### src/rtl/mem_arbiter_pkg.sv
// rtl/mem_arbiter_pkg.sv - shared funct3 encodings and grant codes for mem_arbiter
package mem_arbiter_pkg;

  localparam logic [2:0] F3_LB  = 3'b000;
  localparam logic [2:0] F3_LH  = 3'b001;
  localparam logic [2:0] F3_LW  = 3'b010;
  localparam logic [2:0] F3_LBU = 3'b100;
  localparam logic [2:0] F3_LHU = 3'b101;
  localparam logic [2:0] F3_SB  = 3'b000;
  localparam logic [2:0] F3_SH  = 3'b001;
  localparam logic [2:0] F3_SW  = 3'b010;

  typedef enum logic [1:0] {
    GNT_NONE = 2'd0,
    GNT_DB   = 2'd1,
    GNT_IF   = 2'd2,
    GNT_DM   = 2'd3
  } gnt_e;

endpackage

### src/rtl/mem_arbiter_rr_arbiter2.sv
// rtl/mem_arbiter_rr_arbiter2.sv - two-way round-robin arbiter, req[0]=IF, req[1]=DM
module rr_arbiter2 (
  input  logic       clk,
  input  logic       rst,
  input  logic       en,
  input  logic [1:0] req,
  output logic [1:0] gnt
);

  logic ptr;

  always_comb begin
    gnt = 2'b00;
    if (en) begin
      if (req == 2'b11) gnt = ptr ? 2'b10 : 2'b01;
      else              gnt = req;
    end
  end

  // Favour the loser of the most recent grant; cycles with no grant keep the pointer.
  always_ff @(posedge clk) begin
    if (rst)         ptr <= 1'b0;
    else if (gnt[0]) ptr <= 1'b1;
    else if (gnt[1]) ptr <= 1'b0;
  end

endmodule

### src/rtl/mem_arbiter.sv
// rtl/mem_arbiter.sv - shares one memory port between debug loader, instruction fetch and data port
module mem_arbiter
  import mem_arbiter_pkg::*;
#(
  parameter int ADDRW    = 12,
  parameter int DATAW    = 32,
  parameter int MAX_WAIT = 4
) (
  input  logic             clk,
  input  logic             rst,
  input  logic             db_req,
  input  logic             db_we,
  input  logic [2:0]       db_funct3,
  input  logic [ADDRW-1:0] db_addr,
  input  logic [DATAW-1:0] db_wdata,
  output logic             db_gnt,
  output logic             db_rvalid,
  output logic [DATAW-1:0] db_rdata,
  input  logic             if_req,
  input  logic [ADDRW-1:0] if_addr,
  output logic             if_gnt,
  output logic             if_rvalid,
  output logic [DATAW-1:0] if_rdata,
  input  logic             dm_req,
  input  logic             dm_we,
  input  logic [2:0]       dm_funct3,
  input  logic [ADDRW-1:0] dm_addr,
  input  logic [DATAW-1:0] dm_wdata,
  output logic             dm_gnt,
  output logic             dm_rvalid,
  output logic [DATAW-1:0] dm_rdata,
  output logic             mem_we,
  output logic [2:0]       mem_funct3,
  output logic [ADDRW-1:0] mem_addr,
  output logic [DATAW-1:0] mem_wdata,
  input  logic [DATAW-1:0] mem_rdata
);

  localparam logic [3:0] WAIT_SAT = 4'(MAX_WAIT);

  logic [3:0] wait_if, wait_dm;
  logic       starve_if, starve_dm, starve_any;
  logic [1:0] rr_req, rr_gnt;
  logic       rr_en;
  gnt_e       gnt_sel;
  logic       db_rvalid_q, if_rvalid_q, dm_rvalid_q;

  assign starve_if  = if_req && (wait_if == WAIT_SAT);
  assign starve_dm  = dm_req && (wait_dm == WAIT_SAT);
  assign starve_any = starve_if || starve_dm;
  assign rr_en      = !rst;

  // A saturated waiter outranks DB; otherwise DB masks IF/DM out of the round-robin.
  assign rr_req = starve_any ? {starve_dm, starve_if} :
                  (db_req ? 2'b00 : {dm_req, if_req});

  rr_arbiter2 u_rr (
    .clk (clk),
    .rst (rst),
    .en  (rr_en),
    .req (rr_req),
    .gnt (rr_gnt)
  );

  always_comb begin
    gnt_sel = GNT_NONE;
    if (!rst) begin
      if (rr_gnt[0])      gnt_sel = GNT_IF;
      else if (rr_gnt[1]) gnt_sel = GNT_DM;
      else if (db_req)    gnt_sel = GNT_DB;
    end
  end

  assign db_gnt = (gnt_sel == GNT_DB);
  assign if_gnt = (gnt_sel == GNT_IF);
  assign dm_gnt = (gnt_sel == GNT_DM);

  always_comb begin
    mem_we     = 1'b0;
    mem_funct3 = 3'b000;
    mem_addr   = '0;
    mem_wdata  = '0;
    case (gnt_sel)
      GNT_DB: begin
        mem_we     = db_we;
        mem_funct3 = db_funct3;
        mem_addr   = db_addr;
        mem_wdata  = db_wdata;
      end
      GNT_IF: begin
        mem_funct3 = F3_LW;
        mem_addr   = if_addr;
      end
      GNT_DM: begin
        mem_we     = dm_we;
        mem_funct3 = dm_funct3;
        mem_addr   = dm_addr;
        mem_wdata  = dm_wdata;
      end
      default: ;
    endcase
  end

  always_ff @(posedge clk) begin
    if (rst) begin
      wait_if <= 4'd0;
      wait_dm <= 4'd0;
    end else begin
      if (!if_req || if_gnt)       wait_if <= 4'd0;
      else if (wait_if != WAIT_SAT) wait_if <= wait_if + 4'd1;
      if (!dm_req || dm_gnt)       wait_dm <= 4'd0;
      else if (wait_dm != WAIT_SAT) wait_dm <= wait_dm + 4'd1;
    end
  end

  always_ff @(posedge clk) begin
    if (rst) begin
      db_rvalid_q <= 1'b0;
      if_rvalid_q <= 1'b0;
      dm_rvalid_q <= 1'b0;
      db_rdata    <= '0;
      if_rdata    <= '0;
      dm_rdata    <= '0;
    end else begin
      db_rvalid_q <= db_gnt && !db_we;
      if_rvalid_q <= if_gnt;
      dm_rvalid_q <= dm_gnt && !dm_we;
      if (db_gnt && !db_we) db_rdata <= mem_rdata;
      if (if_gnt)           if_rdata <= mem_rdata;
      if (dm_gnt && !dm_we) dm_rdata <= mem_rdata;
    end
  end

  // Gating with rst drops a response that was still in flight when reset arrived.
  assign db_rvalid = db_rvalid_q && !rst;
  assign if_rvalid = if_rvalid_q && !rst;
  assign dm_rvalid = dm_rvalid_q && !rst;

endmodule

### config.mk
export PLATFORM = sky130hd
export DESIGN_NAME = mem_arbiter
export DESIGN_NICKNAME = d
export VERILOG_FILES = /design/src/rtl/mem_arbiter_pkg.sv /design/src/rtl/mem_arbiter_rr_arbiter2.sv /design/src/rtl/mem_arbiter.sv
export SDC_FILE = /design/constraint.sdc
export NUM_CORES = 1
export LEC_CHECK = 0
export CORE_MARGIN = 3
export CORE_UTILIZATION = 38
export CTS_BUF_LIST = sky130_fd_sc_hd__clkbuf_16
export CTS_CLUSTER_DIAMETER = 50
export DETAILED_ROUTE_END_ITERATION = 7
export HOLD_SLACK_MARGIN = 0.03
export PLACE_DENSITY = 0.83
export SYNTH_ARGS = -nofsm -noshare
export SYNTH_HDL_FRONTEND = slang
export SYNTH_HIERARCHICAL = 1
export SYNTH_SLANG_ARGS = --single-unit
### constraint.sdc
create_clock -name clk -period 4.1 [get_ports clk]
set_input_delay 0.82 -clock clk [delete_from_list [all_inputs] [get_ports clk]]
set_output_delay 0.82 -clock clk [all_outputs]
set_load 0.02 [all_outputs]
==> out/qor.yml, run 1 <==
area_growth_pct: 68.2
fp-row-count: 40
synthFlopType: "dfxtp_1"
cts_root_buffer: "clkbuf_16"
ys_seq_area_share_pct: 44.7
multi_input_area_sq_um: 2360
clkTransAtPathRegs_ns: 0.07
setup_viol_count_final: 0
max-vdd-ir-drop_uv: 245
numCtsBuffers: 9
final_nets: 971
drt_iter0_markers: 280
syn_avg_cell_area_sq_um: 8.84
viasPerCell: 5.18
post_cts.repair.setup_buffers: 0
antenna_found_initial: 0
critPathTopFamily: "buffers and inverters"
slowest_delay_ns: 0.57
pre_cts_ws_ns: -0.144
async_flop_share_pct: 0
synthCells: 547
grt_max_degree: 72
antenna_cells: 0
die_w_microns: 119
antenna_left: 0
fin_ws_ns: 0.102
hp-class: "flip-flop to flip-flop"
wl_microns: 18900
place_congestion: 0.947
cts_buffer_depth: 2
hold-worst-slack_ns: 0.457
critPathBufInv: 3
grtUsageTotal_pct: 25.9
cts_sinks: 108
first_pass_iters: 4
crit_required_ns: 3.28
slew_headroom_pct: 50.2
endpoint_kind: "output port"
drive_above_1_share_pct: 7.26
rsz0062_at_grt: "yes"
drv_cap: 0
avgRoutedWirePerCell_microns: 19.0
die_y_microns: 119
critPathMaxFanout: 39
worst_setup_path_start_kind: "input port"
crit_path_top_delay_cell: "or4b_4"
synth-warning-count: 6
io_buffers: 294
die_area_sq_um: 14100
fmax_mhz: 250
htreeDepth: 3
placed_cells: 979
grt_pass1_wl_microns: 29400
finalHoldViolCount: 0
grt_pass1_vias: 5172
drc: 0
criticalPathCategory: "input port to output port"
final_cells: 995
power_density_nw_per_um2: 297
fill_cells: 1032
clock_latency_ns: 0.34
finalCriticalPeriod_ns: 4.00
initial_core_util_pct: 39.6
ys_seq_elements: 108
path_cells: "clkdlybuf4s50_1 -> a21oi_1 -> o21a_1 -> nand2_1 -> a21oi_4 -> or4b_4 -> clkinv_8 -> a22o_1 -> dlygate4sd2_1"
tightest_slew_ns: 0.747
slew_violations: 0
cp_data_arrival_time_ns: 3.18
register_area_sq_um: 2160
outcome: "complete, no violations"
grt-ovfl-total: 0
skew_ns: 0.0129
p_leak_nw: 3.15
vias: 5151
syn-num-nets: 696
synth_edf_count: 0
cts_tree: "yes"
core_sq_um: 12200
cts.hold.buffers_added: 0
place.detailed.hpwl_microns: 14500
io_pins: 295
synth_area_sq_um: 4830
yosysUniqueCellTypes: 35
fin_crit_sh_pct: 97.5
## layout by cell type (no fill, tap or decap), drive strengths merged, types with 17 or more instances in the layout
cell and count:
dlygate4sd2 28, dfxtp 108, a21oi 73, mux2i 33, nand3b 34, nor2 39
clkdlybuf4s50 246, o21ai 32, a22o 36, nor2b 17, buf 25, nand2 71
## power by group
group | switching (mW) | leakage (nW) | internal (mW) | total [mW]
logic | 0.238 | 2.14 | 0.261 | 0.499
clock network | 0.402 | 0.140 | 0.423 | 0.825
registers | 0.0150 | 0.875 | 1.08 | 1.09
total | 0.654 | 3.15 | 1.76 | 2.41
## logic make-up after synthesis
family,Yosys count,synth area share (%)
DFF,108,44.7
and+or+nand+nor,181,18.6
buffers and inverters,59,7.01
AOI/OAI and AO/OA,157,20.9
adders and majority gates,4,1.04
xor gates and xnor gates,5,0.906
muxes,33,6.83
## per-layer routing
layer  routed length (microns)  track usage, %  up-vias
met3                      1470            7.70       31
met1                      7200            29.4     2428
met5                         0               0        -
met4                       566            8.47        0
met2                      9690            46.2      224
li1                          -               -     2468
## path summary, 6_finish.rpt
| check | start | slack (ns) | to | depth (start not counted) |
|---|---|---|---|---|
| setup reg to reg | wait_dm[0] | 0.71 | dm_rdata[25] | 13 |
| setup / recovery | dm_req | 0.10 | mem_wdata[6] | 9 |
| hold reg to reg | dm_rdata[31] | 0.46 | dm_rdata[31] | 2 |
| hold / removal | dm_rdata[31] | 0.46 | dm_rdata[31] | 2 |
## worst register-to-register path: stages (launching register included)
cell      delay [ns]
dfxtp_1         0.36
inv_1           0.08
ha_1            0.22
and3b_1         0.26
a21oi_1         0.18
o21a_1          0.19
nand2_1         0.13
a21oi_4         0.15
buf_6           0.17
buf_4           0.39
or4b_1          0.50
clkinv_4        0.37
nand2_1         0.21
a21oi_2         0.06
## through the flow
stage,cell area [sq um],setup TNS [ns],total power [mW],util (%)
4_1_cts,8110,0,2.43,66.4
3_5_place_dp,7860,-2.80,1.62,64.3
6_report,8130,0,2.41,66.6
3_3_place_gp,7860,-1.57,1.61,64.3
2_1_floorplan,4830,0,1.33,-
5_1_grt,8130,-0.159,2.51,66.6
## timing repair
item                                   CTS  global route
endpoints found under the hold margin    0             0
setup endpoints to repair               46            37
resized for setup                       37            23
## cell type report
class / count / share of cell area, %
clock inverters: 7 / 0.754
clock buffers: 9 / 2.77
multi-input cells: 380 / 29.0
well taps: 168 / 2.59
flip-flops and latches: 108 / 26.6
inverters: 8 / 0.585
repair buffers: 315 / 37.7
## cell usage after synthesis (2+ instances only)
library cell    n  area [sq um]
inv_1           6          22.5
a22o_1         36           315
nor3_1         12          60.1
a21oi_2         9          78.8
xnor2_1         4          35.0
nor2b_1        17           106
nor2_1         39           146
clkbuf_1       27           101
a221oi_1       11          96.3
o21a_1          2          15.0
nand3b_1       34           255
nand2_1        71           267
buf_2           9          45.0
and3b_1         2          17.5
clkbuf_2        2          10.0
a21oi_1        64           320
buf_4           2          15.0
buf_6           9           101
o21ai_0        12          60.1
o21ai_1        20           100
nand3_1         3          15.0
ha_1            4          50.1
mux2i_1        33           330
dfxtp_1       108          2160
## state kept, by name (all words and copies together), names as in the netlist
| name | flops |
|---|---|
| if_rvalid_q | 1 |
| wait_if | 4 |
| wait_dm | 4 |
| if_rdata | 32 |
| dm_rdata | 32 |
| dm_rvalid_q | 1 |
| u_rr/ptr | 1 |
| db_rdata | 32 |
| db_rvalid_q | 1 |
No activity file was read; power rests on OpenSTA's default activity.
==> inputs of run 2 (changes only) <==
--- a/config.mk
+++ b/config.mk
@@ -5,13 +5,14 @@
 export SDC_FILE = /design/constraint.sdc
 export NUM_CORES = 1
 export LEC_CHECK = 0
+export ABC_CLOCK_PERIOD_IN_PS = 4100
 export CORE_MARGIN = 3
 export CORE_UTILIZATION = 38
 export CTS_BUF_LIST = sky130_fd_sc_hd__clkbuf_16
 export CTS_CLUSTER_DIAMETER = 50
 export DETAILED_ROUTE_END_ITERATION = 7
 export HOLD_SLACK_MARGIN = 0.03
-export PLACE_DENSITY = 0.83
+export PLACE_DENSITY = 0.89
 export SYNTH_ARGS = -nofsm -noshare
 export SYNTH_HDL_FRONTEND = slang
 export SYNTH_HIERARCHICAL = 1
==> out/qor.yml, run 2 (synthesis results as in run 1) <==
register_area_sq_um: 2160  # unchanged
critPathMaxFanout: 21  # was 39
final_cells: 990  # was 995
final_cell_mix: "clkdlybuf4s50_1 (242), dfxtp_1 (108), nand2_1 (71)"  # was clkdlybuf4s50_1 (246), dfxtp_1 (108), nand2_1 (71)
grt_max_degree: 72  # unchanged
setup_viol_count_final: 0  # unchanged
r2r_cells: 13  # unchanged
place.detailed.hpwl_microns: 13600  # was 14500 microns
antenna_cells: 0  # unchanged
cts_buffer_depth: 2  # unchanged
vias: 5093  # was 5151
finalCriticalPeriod_ns: 4.04  # was 4.00 ns
rsz0062_at_grt: "no"  # was yes
cts.hold.buffers_added: 0  # unchanged
fill_cells: 1023  # was 1032
design_area_sq_um: 8150  # was 8130 sq um
numCtsBuffers: 9  # unchanged
post_cts.repair.setup_buffers: 0  # unchanged
cts_root_buffer: "clkbuf_16"  # unchanged
endpoint_kind: "output port"  # unchanged
fp-row-count: 40  # unchanged
r2r_slack_ns: 0.89  # was 0.71 ns
skew_ns: 0.0140  # was 0.0129 ns
grt-ovfl-total: 0  # unchanged
setup.worst_path.end: "mem_wdata[17]"  # was mem_wdata[6]
r2r_end: "dm_rdata[24]"  # was dm_rdata[25]
power_density_nw_per_um2: 298  # was 297 nW/um^2
reg_top3: "db_rdata (32), dm_rdata (32), if_rdata (32)"  # unchanged
place_congestion: 0.934  # was 0.947
p_leak_nw: 3.18  # was 3.15 nW
tightest_slew_ns: 0.795  # was 0.747 ns
critPathTopFamily: "buffers and inverters"  # unchanged
critPathBufInv: 4  # was 3
grt.busiest_layer: "met2"  # unchanged
crit_required_ns: 3.28  # about the same
crit_cells: 10  # was 9
final_nets: 966  # was 971
initial_core_util_pct: 39.6  # unchanged
area_growth_pct: 68.5  # was 68.2%
criticalPathCategory: "input port to output port"  # unchanged
use_met3_pct: 8.61  # was 7.70%
slew_violations: 0  # unchanged
p_total_mw: 2.42  # was 2.41 mW
crit_start: "db_req"  # was dm_req
clock_latency_ns: 0.34  # about the same
drt_iter0_markers: 200  # was 280
core_sq_um: 12200  # unchanged
pre_cts_ws_ns: -0.225  # was -0.144 ns
grtUsageTotal_pct: 24.5  # was 25.9%
cp_data_arrival_time_ns: 3.22  # was 3.18 ns
fmax_mhz: 247  # was 250 MHz
gr-usage-met2_pct: 41.3  # was 46.2%
antenna_left: 0  # unchanged
hp-class: "flip-flop to flip-flop"  # unchanged
io_buffers: 294  # unchanged
grtUsageMet1_pct: 28.0  # was 29.4%
multi_input_area_sq_um: 2370  # was 2360 sq um
drc: 0  # unchanged
crit_path_top_delay_cell: "or4b_4"  # unchanged
cts_tree: "yes"  # unchanged
fin_crit_sh_pct: 98.6  # was 97.5%
worst_setup_path_start_kind: "input port"  # unchanged
slowest_delay_ns: 0.60  # was 0.57 ns
cts_sinks: 108  # unchanged
drive_above_1_share_pct: 6.69  # was 7.26%
viasPerCell: 5.14  # was 5.18
avgRoutedWirePerCell_microns: 18.3  # was 19.0 microns
antenna_found_initial: 0  # unchanged
grt_pass1_vias: 4971  # was 5172
drv_cap: 0  # unchanged
clkTransAtPathRegs_ns: 0.07  # about the same
io_pins: 295  # unchanged
mostFrequentLayoutCell: "clkdlybuf4s50_1"  # unchanged
hold-worst-slack_ns: 0.456  # was 0.457 ns
die_area_sq_um: 14100  # unchanged
tns_ns: 0  # unchanged
die_y_microns: 119  # unchanged
fin_ws_ns: 0.0585  # was 0.102 ns
htreeDepth: 3  # unchanged
finish.utilization_pct: 66.7  # was 66.6%
first_pass_iters: 4  # unchanged
outcome: "complete, no violations"  # unchanged
path_cells: "clkdlybuf4s50_1 -> a21oi_1 -> o21a_1 -> nand2_1 -> a21oi_4 -> or4b_4 -> clkinv_8 -> buf_12 -> a22o_1 -> clkdlybuf4s15_1"  # was clkdlybuf4s50_1 -> a21oi_1 -> o21a_1 -> nand2_1 -> a21oi_4 -> or4b_4 -> clkinv_8 -> a22o_1 -> dlygate4sd2_1
finalHoldViolCount: 0  # unchanged
placed_cell_area_sq_um: 7860  # about the same
max-vdd-ir-drop_uv: 200  # was 245 uV
wl_microns: 18100  # was 18900 microns
regToRegStartpoint: "wait_if[0]"  # was wait_dm[0]
grt_pass1_wl_microns: 27700  # was 29400 microns
slew_headroom_pct: 47.0  # was 50.2%
die_w_microns: 119  # unchanged
placed_cells: 974  # was 979
min_path_cells: 2  # unchanged
run 2: changes by cell type in the layout (fill, tap and decap cells not counted), sizes merged:
cell | previous run | this run
clkbuf | 14 | 16
clkinv | 6 | 5
buf | 25 | 18
clkdlybuf4s50 | 246 | 242
dlygate4sd2 | 28 | 25
dlymetal6s2s | 11 | 14
clkdlybuf4s15 | 0 | 4
inv | 9 | 10
run 2: power by group:
group / total, mW / switching [mW] / internal (mW)
combinational: 0.502 / 0.239 / 0.263
sequential: 1.09 / 0.0142 / 1.08
clock: 0.832 / 0.408 / 0.424
total: 2.42 / 0.662 / 1.76
run 2: worst min-delay path, delay by kind of cell, from the launching register on:
family	cells	cell delay [ns]
compound gates	1	0.05
flops	1	0.31
simple gates	1	0.05
run 2: worst min-delay path by stage:
stage	startpoint	end	slack, ns
floorplan	wait_dm[1]	wait_dm[1]	0.46
CTS	dm_rdata[18]	dm_rdata[18]	0.46
finish	dm_rdata[18]	dm_rdata[18]	0.46
global route	dm_rdata[18]	dm_rdata[18]	0.47
global placement	dm_rdata[17]	dm_rdata[17]	0.44
detailed placement	dm_rdata[31]	dm_rdata[31]	0.45
run 2: metal layers:
layer	vias up	routed length [microns]
li1	2454	-
met1	2386	7150
met2	208	8640
met3	45	1580
met4	0	756
met5	-	0
run 2: what timing repair did:
action / 4_1_cts / 5_1_grt
cloned: 0 / 0
pin swaps: 0 / 0
endpoints found under the setup margin: 48 / 32
resized for setup: 39 / 37
run 2: cell type report:
class	count	share of cell area [%]
flip-flops and latches	108	26.5
clock buffers	9	2.76
repair buffers	310	37.7
clock inverters	7	0.753
inverters	8	0.584
multi-input cells	380	29.0
well taps	168	2.58
==> inputs of run 3 (changes only) <==
--- a/config.mk
+++ b/config.mk
@@ -8,7 +8,6 @@
 export ABC_CLOCK_PERIOD_IN_PS = 4100
 export CORE_MARGIN = 3
 export CORE_UTILIZATION = 38
-export CTS_BUF_LIST = sky130_fd_sc_hd__clkbuf_16
 export CTS_CLUSTER_DIAMETER = 50
 export DETAILED_ROUTE_END_ITERATION = 7
 export HOLD_SLACK_MARGIN = 0.03
==> out/qor.yml, run 3 (synthesis results as in run 1) <==
outcome: "complete, no violations"  # unchanged
die_area_sq_um: 14100  # unchanged
drt_iter0_markers: 199  # was 200
area_growth_pct: 68.7  # was 68.5%
grtUsageTotal_pct: 24.5  # unchanged
p_total_mw: 2.45  # was 2.42 mW
hold-worst-slack_ns: 0.456  # about the same
antenna_cells: 0  # unchanged
grt_pass1_vias: 4971  # unchanged
avgRoutedWirePerCell_microns: 18.3  # about the same
cts_sinks: 108  # unchanged
clkTransAtPathRegs_ns: 0.07  # about the same
p_leak_nw: 3.18  # about the same
setup_viol_count_final: 0  # unchanged
reg_top3: "db_rdata (32), dm_rdata (32), if_rdata (32)"  # unchanged
place.detailed.hpwl_microns: 13600  # unchanged
io_buffers: 294  # unchanged
min_path_cells: 2  # unchanged
die_w_microns: 119  # unchanged
crit_start: "db_req"  # unchanged
grt-ovfl-total: 0  # unchanged
finalHoldViolCount: 0  # unchanged
slew_headroom_pct: 48.0  # was 47.0%
final_nets: 966  # unchanged
cts_buffer_depth: 2  # unchanged
crit_required_ns: 3.28  # about the same
finalCriticalPeriod_ns: 4.04  # unchanged
criticalPathCategory: "input port to output port"  # unchanged
initial_core_util_pct: 39.6  # unchanged
grt_pass1_wl_microns: 27700  # unchanged
rsz0062_at_grt: "no"  # unchanged
cts_root_buffer: "clkbuf_16"  # unchanged
slew_violations: 0  # unchanged
wl_microns: 18100  # about the same
setup.worst_path.end: "mem_wdata[17]"  # unchanged
regToRegStartpoint: "wait_if[0]"  # unchanged
cp_data_arrival_time_ns: 3.22  # about the same
r2r_slack_ns: 0.90  # was 0.89 ns
vias: 5081  # was 5093
final_cell_mix: "clkdlybuf4s50_1 (242), dfxtp_1 (108), nand2_1 (71)"  # unchanged
r2r_end: "dm_rdata[24]"  # unchanged
die_y_microns: 119  # unchanged
final_cells: 990  # unchanged
worst_setup_path_start_kind: "input port"  # unchanged
fin_crit_sh_pct: 98.6  # unchanged
endpoint_kind: "output port"  # unchanged
fp-row-count: 40  # unchanged
antenna_found_initial: 0  # unchanged
core_sq_um: 12200  # unchanged
grt_max_degree: 72  # unchanged
finish.utilization_pct: 66.8  # was 66.7%
post_cts.repair.setup_buffers: 0  # unchanged
placed_cells: 974  # unchanged
viasPerCell: 5.13  # was 5.14
drc: 0  # unchanged
antenna_left: 0  # unchanged
cts_tree: "yes"  # unchanged
power_density_nw_per_um2: 300  # was 298 nW/um^2
io_pins: 295  # unchanged
r2r_cells: 13  # unchanged
skew_ns: 0.0140  # about the same
drive_above_1_share_pct: 6.81  # was 6.69%
critPathMaxFanout: 21  # unchanged
clock_latency_ns: 0.34  # about the same
tightest_slew_ns: 0.781  # was 0.795 ns
mostFrequentLayoutCell: "clkdlybuf4s50_1"  # unchanged
numCtsBuffers: 9  # unchanged
place_congestion: 0.934  # unchanged
hp-class: "flip-flop to flip-flop"  # unchanged
drv_cap: 0  # unchanged
fmax_mhz: 247  # unchanged
max-vdd-ir-drop_uv: 201  # was 200 uV
htreeDepth: 3  # unchanged
first_pass_iters: 4  # unchanged
run 3: changes by cell type in the layout (fill, tap and decap cells not counted):
cell | previous run | this run
clkbuf_8 | 0 | 1
inv_1 | 7 | 6
clkbuf_1 | 0 | 1
clkinv_1 | 1 | 0
run 3: where the power goes:
part	internal, mW	switching (mW)
clock network	0.445	0.408
registers	1.08	0.0141
logic	0.263	0.239
run 3: worst max-delay path, stage by stage:
cell and delay, ns:
clkdlybuf4s50_1 0.53, a21oi_1 0.06, o21a_1 0.23, nand2_1 0.14
a21oi_4 0.06, or4b_4 0.60, clkinv_8 0.09, buf_12 0.14
a22o_1 0.15, clkdlybuf4s15_1 0.39
run 3: layout make-up:
type | count | area (sq um)
flip-flops and latches | 108 | 2160
repair buffers | 310 | 3070
fillers | 1019 | 4060
multi-input cells | 380 | 2370
clock buffers | 11 | 243
well taps | 168 | 210
inverters | 8 | 47.5
clock inverters | 5 | 53.8
run 3: metrics by stage:
stage	worst slack, ns	setup TNS, ns	cell area [sq um]
finish	0.0585	0	8160
global placement	-0.165	-4.00	7860
CTS	0.0438	0	8120
detailed placement	-0.225	-5.70	7860
floorplan	0.766	0	4830
global route	0.00508	0	8160
run 3: timing repair:
action | in CTS | in global routing
endpoints found under the setup margin | 48 | 32
gates resized for setup | 39 | 37
hold buffers | 0 | 0
run 3: worst min path at each step:
stage | from | to | slack (ns)
final | dm_rdata[18] | dm_rdata[18] | 0.46
after global routing | dm_rdata[18] | dm_rdata[18] | 0.47
after CTS | dm_rdata[18] | dm_rdata[18] | 0.46
after detailed placement | dm_rdata[31] | dm_rdata[31] | 0.45
after global placement | dm_rdata[17] | dm_rdata[17] | 0.44
after floorplan | wait_dm[1] | wait_dm[1] | 0.46
run 3: routing by layer:
| layer | up-vias | wire (microns) | track usage (%) |
|---|---|---|---|
| met4 | 0 | 756 | 10.4 |
| met1 | 2366 | 7100 | 28.0 |
| met2 | 215 | 8680 | 41.3 |
| met3 | 45 | 1590 | 8.61 |
| li1 | 2455 | - | - |
| met5 | - | 0 | 0 |
